## config.mk

```make
export PLATFORM = sky130hd
export DESIGN_NAME = apb4_cmd_master
export DESIGN_NICKNAME = d
export VERILOG_FILES = /design/src/rtl/apb4_cmd_master.sv
export SDC_FILE = /design/constraint.sdc
export NUM_CORES = 1
export LEC_CHECK = 0
export ABC_AREA = 1
export ABC_CLOCK_PERIOD_IN_PS = 3560
export BUFFER_PORTS_ARGS = -buffer_cell sky130_fd_sc_hd__buf_2
export CORE_MARGIN = 2
export CORE_UTILIZATION = 40
export CTS_CLUSTER_DIAMETER = 150
export DETAILED_ROUTE_END_ITERATION = 10
export GPL_TIMING_DRIVEN = 0
export HOLD_SLACK_MARGIN = 0.12
export PLACE_DENSITY_LB_ADDON = 0.1
export SLEW_MARGIN = 10
export SYNTH_ARGS = -nofsm -noshare
export SYNTH_HDL_FRONTEND = slang
export SYNTH_SLANG_ARGS = --single-unit
```

## constraint.sdc

```tcl
create_clock -name pclk -period 3.56 [get_ports pclk]
set_input_delay 0.712 -clock pclk [delete_from_list [all_inputs] [get_ports pclk]]
set_output_delay 0.712 -clock pclk [all_outputs]
set_load 0.02 [all_outputs]
```

## src/rtl/apb4_cmd_master.sv

```systemverilog
// ---------------------------------------------------------------------------
// apb4_cmd_master
//   Converts a valid/ready command stream (one read or write per command) into
//   one APB4 SETUP/ACCESS transfer. It waits on pready and returns read data
//   and error status on a valid/ready response channel. A wait-state watchdog
//   ends an ACCESS phase that has stalled for too long, so a hung slave cannot
//   block the command source.
//
//   Handshake rule for both streams: a transfer happens on the rising pclk edge
//   where valid & ready are both 1. A producer keeps valid and its payload
//   stable until that edge. ready does not depend on valid.
//
// Ports
//   pclk, preset            clock; asynchronous active-high reset
//   cmd_valid/cmd_ready     command handshake (cmd_ready is 1 only in IDLE)
//   cmd_write/addr/wdata/strb  command payload
//   rsp_valid/rsp_ready     response handshake
//   rsp_rdata/err/timeout   response payload, held stable while rsp_valid=1
//   psel..pstrb             APB4 requester outputs
//   prdata/pready/pslverr   APB4 completer inputs
//   dbg_state               current FSM state (0 IDLE, 1 SETUP, 2 ACCESS, 3 RESP)
// ---------------------------------------------------------------------------
module apb4_cmd_master #(
    parameter int ADDRWIDTH = 12,
    parameter int TIMEOUT   = 255,
    parameter int TO_WIDTH  = 8
) (
    input  logic                 pclk,
    input  logic                 preset,
    input  logic                 cmd_valid,
    output logic                 cmd_ready,
    input  logic                 cmd_write,
    input  logic [ADDRWIDTH-1:0] cmd_addr,
    input  logic [31:0]          cmd_wdata,
    input  logic [3:0]           cmd_strb,
    output logic                 rsp_valid,
    input  logic                 rsp_ready,
    output logic [31:0]          rsp_rdata,
    output logic                 rsp_err,
    output logic                 rsp_timeout,
    output logic                 psel,
    output logic                 penable,
    output logic [ADDRWIDTH-1:0] paddr,
    output logic                 pwrite,
    output logic [31:0]          pwdata,
    output logic [3:0]           pstrb,
    input  logic [31:0]          prdata,
    input  logic                 pready,
    input  logic                 pslverr,
    output logic [1:0]           dbg_state
);

    typedef enum logic [1:0] {
        S_IDLE   = 2'd0,
        S_SETUP  = 2'd1,
        S_ACCESS = 2'd2,
        S_RESP   = 2'd3
    } state_t;

    localparam logic [ADDRWIDTH-1:0] ADDR_MASK = {{(ADDRWIDTH-2){1'b1}}, 2'b00};

    state_t                state_q, state_d;
    logic                  run_q;      // holds cmd_ready low until the first edge after reset
    logic                  write_q;
    logic [ADDRWIDTH-1:0]  addr_q;
    logic [31:0]           wdata_q;
    logic [3:0]            strb_q;
    logic [TO_WIDTH-1:0]   wd_q;
    logic [31:0]           rdata_q;
    logic                  err_q;
    logic                  to_q;

    logic accept;
    logic done;
    logic wd_hit;
    logic abort;

    assign accept = cmd_valid & cmd_ready;
    assign done   = (state_q == S_ACCESS) & pready;
    // The current wait cycle is the TIMEOUT-th one. pready in the same cycle wins.
    assign wd_hit = (TIMEOUT != 0) && (wd_q == TO_WIDTH'(TIMEOUT - 1));
    assign abort  = (state_q == S_ACCESS) & ~pready & wd_hit;

    always_comb begin
        state_d = state_q;
        case (state_q)
            S_IDLE:   if (accept) state_d = S_SETUP;
            S_SETUP:  state_d = S_ACCESS;
            S_ACCESS: if (done || abort) state_d = S_RESP;
            S_RESP:   if (rsp_ready) state_d = S_IDLE;
            default:  state_d = S_IDLE;
        endcase
    end

    always_ff @(posedge pclk or posedge preset) begin
        if (preset) begin
            state_q <= S_IDLE;
            run_q   <= 1'b0;
        end else begin
            state_q <= state_d;
            run_q   <= 1'b1;
        end
    end

    // Command capture. These registers drive the APB address/data outputs and
    // keep their value until the next accept.
    always_ff @(posedge pclk or posedge preset) begin
        if (preset) begin
            write_q <= 1'b0;
            addr_q  <= '0;
            wdata_q <= '0;
            strb_q  <= '0;
        end else if (accept) begin
            write_q <= cmd_write;
            addr_q  <= cmd_addr & ADDR_MASK;
            wdata_q <= cmd_wdata;
            strb_q  <= cmd_strb;
        end
    end

    // Watchdog. It is cleared when a command moves into SETUP and counts the
    // ACCESS cycles where pready is low.
    always_ff @(posedge pclk or posedge preset) begin
        if (preset) begin
            wd_q <= '0;
        end else if (accept) begin
            wd_q <= '0;
        end else if (state_q == S_ACCESS && !pready) begin
            wd_q <= wd_q + 1'b1;
        end
    end

    // Response capture. prdata and pslverr are sampled only when the transfer
    // completes. A watchdog abort returns zero data.
    always_ff @(posedge pclk or posedge preset) begin
        if (preset) begin
            rdata_q <= '0;
            err_q   <= 1'b0;
            to_q    <= 1'b0;
        end else if (done) begin
            rdata_q <= write_q ? 32'h0 : prdata;
            err_q   <= pslverr;
            to_q    <= 1'b0;
        end else if (abort) begin
            rdata_q <= 32'h0;
            err_q   <= 1'b1;
            to_q    <= 1'b1;
        end
    end

    assign cmd_ready   = (state_q == S_IDLE) & run_q;
    assign psel        = (state_q == S_SETUP) | (state_q == S_ACCESS);
    assign penable     = (state_q == S_ACCESS);
    assign rsp_valid   = (state_q == S_RESP);
    assign paddr       = addr_q;
    assign pwrite      = write_q;
    assign pwdata      = wdata_q;
    assign pstrb       = write_q ? strb_q : 4'b0000;
    assign rsp_rdata   = rdata_q;
    assign rsp_err     = err_q;
    assign rsp_timeout = to_q;
    assign dbg_state   = state_q;

endmodule

```

-- After elaboration in Yosys (flattened, before gate mapping)
Cells that the tools add are included.
- bits in registers: 92
- output and inout bits: 89
- input bits: 87
- equality and inequality tests: 7
- reductions and logical operators: 7
- add/subtract/negate cells: 1
- multiplexer cells: 13
- bitwise gates (word level): 7
- operator list (cell ; number):
    32-bit 2-to-1 mux ; 3
    8-bit 2-to-1 mux ; 2
    8-bit by 1-bit adder with 8-bit output (second input constant) ; 1
    8-bit == test (second input constant) ; 1
    2-bit case mux with 4 select lines ; 1
    2-bit 2-to-1 mux ; 3
    1-bit bitwise AND ; 5
    2-bit == test (second input constant) ; 2
    4-bit 2-to-1 mux ; 1
    2-bit by 1-bit inequality test with 1-bit output (second input constant) ; 2
    2-bit nonzero test ; 2
    1-bit 2-to-1 mux ; 3
    3-bit AND reduction ; 1
    2-bit by 1-bit == test with 1-bit output (second input constant) ; 1
    2-bit zero test ; 1
    2-bit inequality test (second input constant) ; 1
    1-bit logical AND ; 1
    1-bit zero test ; 1
    1-bit logical OR ; 1
    1-bit inverter ; 1
    1-bit bitwise OR ; 1

-- Depth between registers and ports, before layout
Gate-level depths: netlist of run 1.
- depth in word-level cells: 6
- gate-level depth with buffers: 9

-- Worst setup path before layout of run 1
No wires, ideal clock.
- path kind: register to output
- start: reg state_q[0], in the netlist dbg_state[0]
- end: out psel
- cell stages (with the launch flop): 3
- buffers on the path: 0
- slack: 1871 ps
- arrival: 977 ps
- cell sequence: dfrtp_1 > inv_1 > ha_1
- word-level cells in the longest chain between the ends: 2
- RTL lines (element ; RTL line ; text):
    start: declaration ; 62 ; state_t state_q, state_d;
    start signal: assignment ; 100 ; state_q <= state_d;
    2-bit by 1-bit == test with 1-bit output or 2-bit == test (tied branches) ; 152 ; assign psel = (state_q == S_SETUP) | (state_q == S_ACCESS);
    1-bit bitwise OR (*) ; 152 ;
    end: declaration ; 41 ; output logic psel,
Mark *: on every way between the ends. The rest lies on a longest branch, timed or not.

-- Worst setup path after layout of run 1
- start: reg state_q[0], in the netlist dbg_state[0]
- end: out cmd_ready
- word-level cells in the longest chain between the ends: 2
- RTL lines (element ; RTL line ; text):
    2-bit zero test ; 151 ; assign cmd_ready = (state_q == S_IDLE) & run_q;
    1-bit bitwise AND ; 151 ;
    end: declaration ; 31 ; output logic cmd_ready,
Every way passes these cells.

==> results_dict.tcl, run 1 <==
set metrics [dict create \
    initial_core_util_pct 41.2 \
    cts.htree.levels 3 \
    crit_fanout 4 \
    ios 176 \
    std_cell_rows 36 \
    rsz0062_at_grt "no" \
    hold-worst-slack_ns 0.423 \
    ant_nets 0 \
    comb_power_share_pct 44.3 \
    instances_no_fill 769 \
    yosysUniqueCellTypes 24 \
    drc 0 \
    drv_cap 0 \
    grt_max_degree 49 \
    fin_util_pct 54.1 \
    ys_seq_elements 92 \
    cpPeakStageDelay_ns 0.42 \
    postCtsHoldBufs 0 \
    cp_top_family "flip-flops" \
    tritoncts "built" \
    fp.coreArea_mm2 0.00973 \
    vias_per_cell 4.42 \
    first_global_vias 3333 \
    track_usage_pct 18.1 \
    cts.clk_slew.worst_paths_ns 0.10 \
    criticalPathCategory "reg2out" \
    end_kind "primary output" \
    io_buffers 171 \
    gp_congestion 0.751 \
    avgSynthCellArea_um2 8.95 \
    clock_latency_ns 0.35 \
    cp_cell_sequence "inv_1, ha_1, nand2_1, inv_1, buf_2" \
    die_area_mm2 0.0108 \
    setup_tns_ns 0 \
    antenna_found_initial 0 \
    final.setup_skew_ns 0.0107 \
    p_int_mw 2.54 \
    synthCells 448 \
    hpwl_mm 7.17 \
    finalCriticalPeriod_ns 2.05 \
    drtPass1Iterations 6 \
    fp.dieH_um 104 \
    cts.sinks 92 \
    cp.arrival_ns 1.34 \
    p_sw_mw 1.93 \
    ir_worst_vdd_mv 0.398 \
    clkPwrFrac_pct 15.7 \
    wl_per_cell_um 12.2 \
    timing.critical_path.mode_cell "inv_1" \
    required_ns 2.85 \
    nets 725 \
    wl_mm 9.41 \
    crit_slowest_cell "dfrtp_1" \
    vias 3401 \
    top_usage_layer "met2" \
    p_leak_nw 3.08 \
    swShare_pct 43.2 \
    max-clock-path-buffers 2 \
    use_met1_pct 24.3 \
    period_share_pct 57.6 \
    die_x_um 104 \
    status "completed" \
    preCtsSetupSlack_ns 1.84 \
    cts_root_buf "clkbuf_8" \
    antenna_cells 0 \
    grt_pass1_wl_mm 16.1 \
    cts_made_buffers 9 \
    final_area_mm2 0.00527 \
    min_path_type "in2async" \
    setup_viol 0 \
    power_mw 4.46 \
    drt_iter0_drc 157 \
    cts_setup_buffers 0 \
    tightest_slew_ns 0.584 \
    hold_viol 0 \
    crit_path_start_kind "flop" \
    use_met2_pct 28.9 \
    overflow 0 \
    drive_above_1_share_pct 38.5 \
    path_buf_inv 3 \
    setup_slack_ns 1.51 \
    ctsResizeCount 0 \
    netlist_area_mm2 0.00401 \
    max_freq_mhz 488 \
    dp_cells 754 \
    place_area_mm2 0.00506 \
    ys_seq_area_share_pct 57.4 \
    area_growth_pct 31.3 \
    powerDensity_mw_per_mm2 847 \
    pwr-share-seq_pct 40.0 \
    ys_warn_count 0 \
    maxSlewViolCount 0 \
    slew_headroom_pct 61.1 \
    use_met3_pct 4.82 \
]
-- cell families after synthesis --
logic type / synth area share [%]
simple gates: 33.3
flops: 57.4
buf+inv: 5.37
compound gates: 1.84
fa+ha+maj: 1.87
other cells: 0.187
-- Yosys cell counts (all sizes together) --
cell type  count  area (µm²)
a21oi          4        20.0
a31oi          1        21.3
buf           20         129
clkbuf         2        7.51
conb           2        7.51
dfrtp         92        2300
ha             6        75.1
inv           21        78.8
nand2        236         893
nand3         40         353
nand4          1        6.26
nor2          16        77.6
nor3           1        5.00
o21ai          5        25.0
o31ai          1        7.51
-- final timing paths --
check	cells past startpoint	from	to	slack, ns
min in group pclk	2	pwdata[31]	pwdata[31]	0.48
setup / recovery	5	dbg_state[0]	cmd_ready	1.51
hold / removal	2	preset	pwdata[6]	0.42
max in group asynchronous	3	preset	rsp_rdata[0]	2.50
setup reg to reg	8	dbg_state[0]	pwdata[4]	1.89
hold reg to reg	2	pwdata[31]	pwdata[31]	0.48
-- layout make-up --
class	count	area (µm²)
timing repair buffer	172	883
buffer	22	136
tap	133	166
sequential	92	2300
multi-input combinational	314	1500
clock buffer	10	138
inverter	21	81.3
clock inverter	5	62.6
fill	953	4460
-- per-layer routing --
layer,routed length [µm],share of wire [%]
met1,4280,45
met2,4290,46
met3,716,7.6
met4,121,1.3
met5,0,0
-- worst reg2reg max path: cells and delay by family (launching register included) --
family	cells	cell delay [ns]
flip-flops	1	0.42
buffers and inverters	4	0.68
adder cells (fa/ha/maj)	1	0.21
AND/OR/NAND/NOR	3	0.29
-- flip-flops by register name, summed over array words and instances, names as in the netlist --
name,cells
strb_q,4
rsp_timeout,1
pwrite,1
pwdata,32
run_q,1
dbg_state,2
wd_q,8
rsp_rdata,32
rsp_err,1
paddr,10
-- cells in the final DEF, fill, tap and decap left out, drive strengths merged --
master,netlist,routed
ha,6,6
clkinvlp,0,2
conb,2,3
a21oi,4,4
o31ai,1,1
nand2,236,236
nor3,1,1
a31oi,1,1
bufinv,0,1
buf,20,192
o21ai,5,5
clkinv,0,2
nor2,16,16
dfrtp,92,92
nand3,40,40
inv,21,21
clkbuf,2,12
nand4,1,1
-- power by group through the flow --
stage	registers, mW	clock network (mW)	logic [mW]
floorplan	2.31	0	0.769
global placement	1.79	0	1.97
detailed placement	1.80	0	2.01
CTS	1.79	0.728	2.01
global route	1.85	0.764	2.19
finish	1.79	0.699	1.98
(Power assumes the default switching activity.)
==> inputs of run 2 (changes only) <==
ABC_CLOCK_PERIOD_IN_PS = 1700   (was 3560)
clock period = 1.7 ns   (was 3.56 ns; I/O delays follow)
==> run 2 against run 1 <==
- via count rose by 1.5%
- clock skew grew 0.0038 ns
- critical path depth is 2 lower
- sequential power up 110%
- core utilization rose by 1.1 points
- worst setup slack got worse by 1.5 ns
- first-iteration DRC count rose by 10%
- global-route usage up 0.87 points
- sequential share of layout area is 0.84 points lower
- highest routed layer unchanged
==> results_dict.tcl, run 2 (synthesis results as in run 1) <==
set metrics [dict create \
    final_cell_mix "233 x nand2_1, 178 x buf_2, 92 x dfrtp_1" \
    drtPass1Iterations 4 \
    powerDensity_mw_per_mm2 1810 \
    worstHoldStart "cmd_wdata[0]" \
    tritoncts "built" \
    area_growth_pct 33.9 \
    vias_per_cell 4.46 \
    max_freq_mhz 607 \
    drt_iter0_drc 173 \
    maxSlewViolCount 0 \
    grt_max_degree 37 \
    antenna_found_initial 0 \
    fp.dieH_um 104 \
    p_int_mw 5.62 \
    max-clock-path-buffers 2 \
    std_cell_rows 36 \
    wl_mm 9.82 \
    die_area_mm2 0.0108 \
    drive_above_1_share_pct 39.6 \
    hold_viol 0 \
    comb_power_share_pct 43.7 \
    ir_worst_vdd_mv 0.821 \
    track_usage_pct 19.0 \
    critPathLaunch "dbg_state[1]" \
    cts_made_buffers 9 \
    rsz0062_at_grt "yes" \
    crit_fanout 4 \
    nets 729 \
    period_share_pct 96.9 \
    drv_cap 0 \
    regToRegStartpoint "dbg_state[1]" \
    crit_path_start_kind "flop" \
    slew_headroom_pct 49.2 \
    layout_commonest_cell "nand2_1" \
    p_leak_nw 3.12 \
    tightest_slew_ns 0.760 \
    cts.htree.levels 3 \
    final.setup_skew_ns 0.0145 \
    pwr-share-seq_pct 38.8 \
    instances_no_fill 774 \
    ant_nets 0 \
    vias 3453 \
    min_path_type "in2reg" \
    wl_per_cell_um 12.7 \
    gp_congestion 0.748 \
    cts.sinks 92 \
    overflow 0 \
    hpwl_mm 7.41 \
    criticalPathCategory "reg2out" \
    status "completed" \
    cts.clk_slew.worst_paths_ns 0.10 \
    finalCriticalPeriod_ns 1.65 \
    fp.coreArea_mm2 0.00973 \
    clock_latency_ns 0.36 \
    grt_pass1_wl_mm 16.6 \
    place_area_mm2 0.00508 \
    setup_viol 0 \
    end_kind "primary output" \
    dp_cells 755 \
    p_sw_mw 4.08 \
    cts_root_buf "clkbuf_8" \
    required_ns 1.36 \
    final_area_mm2 0.00537 \
    io_buffers 171 \
    ios 176 \
    cp.arrival_ns 1.31 \
    die_x_um 104 \
    first_global_vias 3468 \
    drc 0 \
    antenna_cells 0 \
    initial_core_util_pct 41.2 \
    power_mw 9.69 \
    swShare_pct 42.0 \
    clkPwrFrac_pct 17.5 \
]
[run 2: changes by cell type in the layout (fill, tap and decap cells not counted), sizes merged]
cell	change
clkbuf	+5
buf	+1
inv	-1
clkinv	-2
dlygate4sd3	+1
bufinv	+1
[run 2: power groups by stage]
stage / Clock (mW) / Sequential [mW] / Combinational, mW
global route: 1.84 / 3.89 / 4.67
global placement: 0 / 3.75 / 4.14
CTS: 1.76 / 3.76 / 4.26
finish: 1.70 / 3.76 / 4.24
floorplan: 0 / 4.85 / 1.61
detailed placement: 0 / 3.80 / 4.21
[run 2: metrics by stage]
step	worst slack [ns]	hold WS [ns]	setup TNS (ns)	util, %
after global placement	-0.412	0.459	-37.54	51.8
after floorplan	0.0493	0.449	0	-
after CTS	0.00567	0.144	0	54.9
after detailed placement	0.00253	0.460	0	52.2
after global routing	-0.00891	0.158	-0.00891	55.2
final	0.0521	0.165	0	55.2
[run 2: timing repair]
action | in CTS | in global routing
endpoints found under the hold margin | 10 | 0
resized for setup | 1 | 15
buffers inserted | 2 | 0
endpoints found under the setup margin | 4 | 61
hold buffers | 1 | 0
[run 2: final timing paths]
path | end | slack, ns | cells after the start
worst max-delay path | rsp_valid | 0.05 | 3
worst min-delay path | pwdata[0] | 0.16 | 3
worst max register to register | wd_q[7] | 0.17 | 7
worst min register to register | pwdata[22] | 0.48 | 2
max in group asynchronous | dbg_state[0] | 0.41 | 4
min in group asynchronous | pwdata[2] | 0.65 | 3
[run 2: routing by layer]
| metal | part of all wire (%) | wire length (µm) | global-route usage (%) | vias up |
|---|---|---|---|---|
| met3 | 7.2 | 708 | 4.95 | 21 |
| met2 | 46 | 4490 | 29.7 | 119 |
| met5 | 0 | 0 | 0 | - |
| met4 | 2.6 | 255 | 8.88 | 0 |
| met1 | 45 | 4370 | 24.6 | 1568 |
| li1 | - | - | - | 1745 |
[run 2: final cells by class]
cell class	instances	area, µm²
sequential	92	2300
fill	961	4360
tap	133	166
clock inverter	3	67.6
multi-input combinational	314	1510
clock buffer	13	169
timing repair buffer	176	928
inverter	21	82.6
buffer	22	146
[run 2: worst max-delay path, cell delays in order, from the launching register on]
cell and delay, ns:
dfrtp_1 0.43, buf_4 0.16, ha_1 0.20, buf_4 0.17
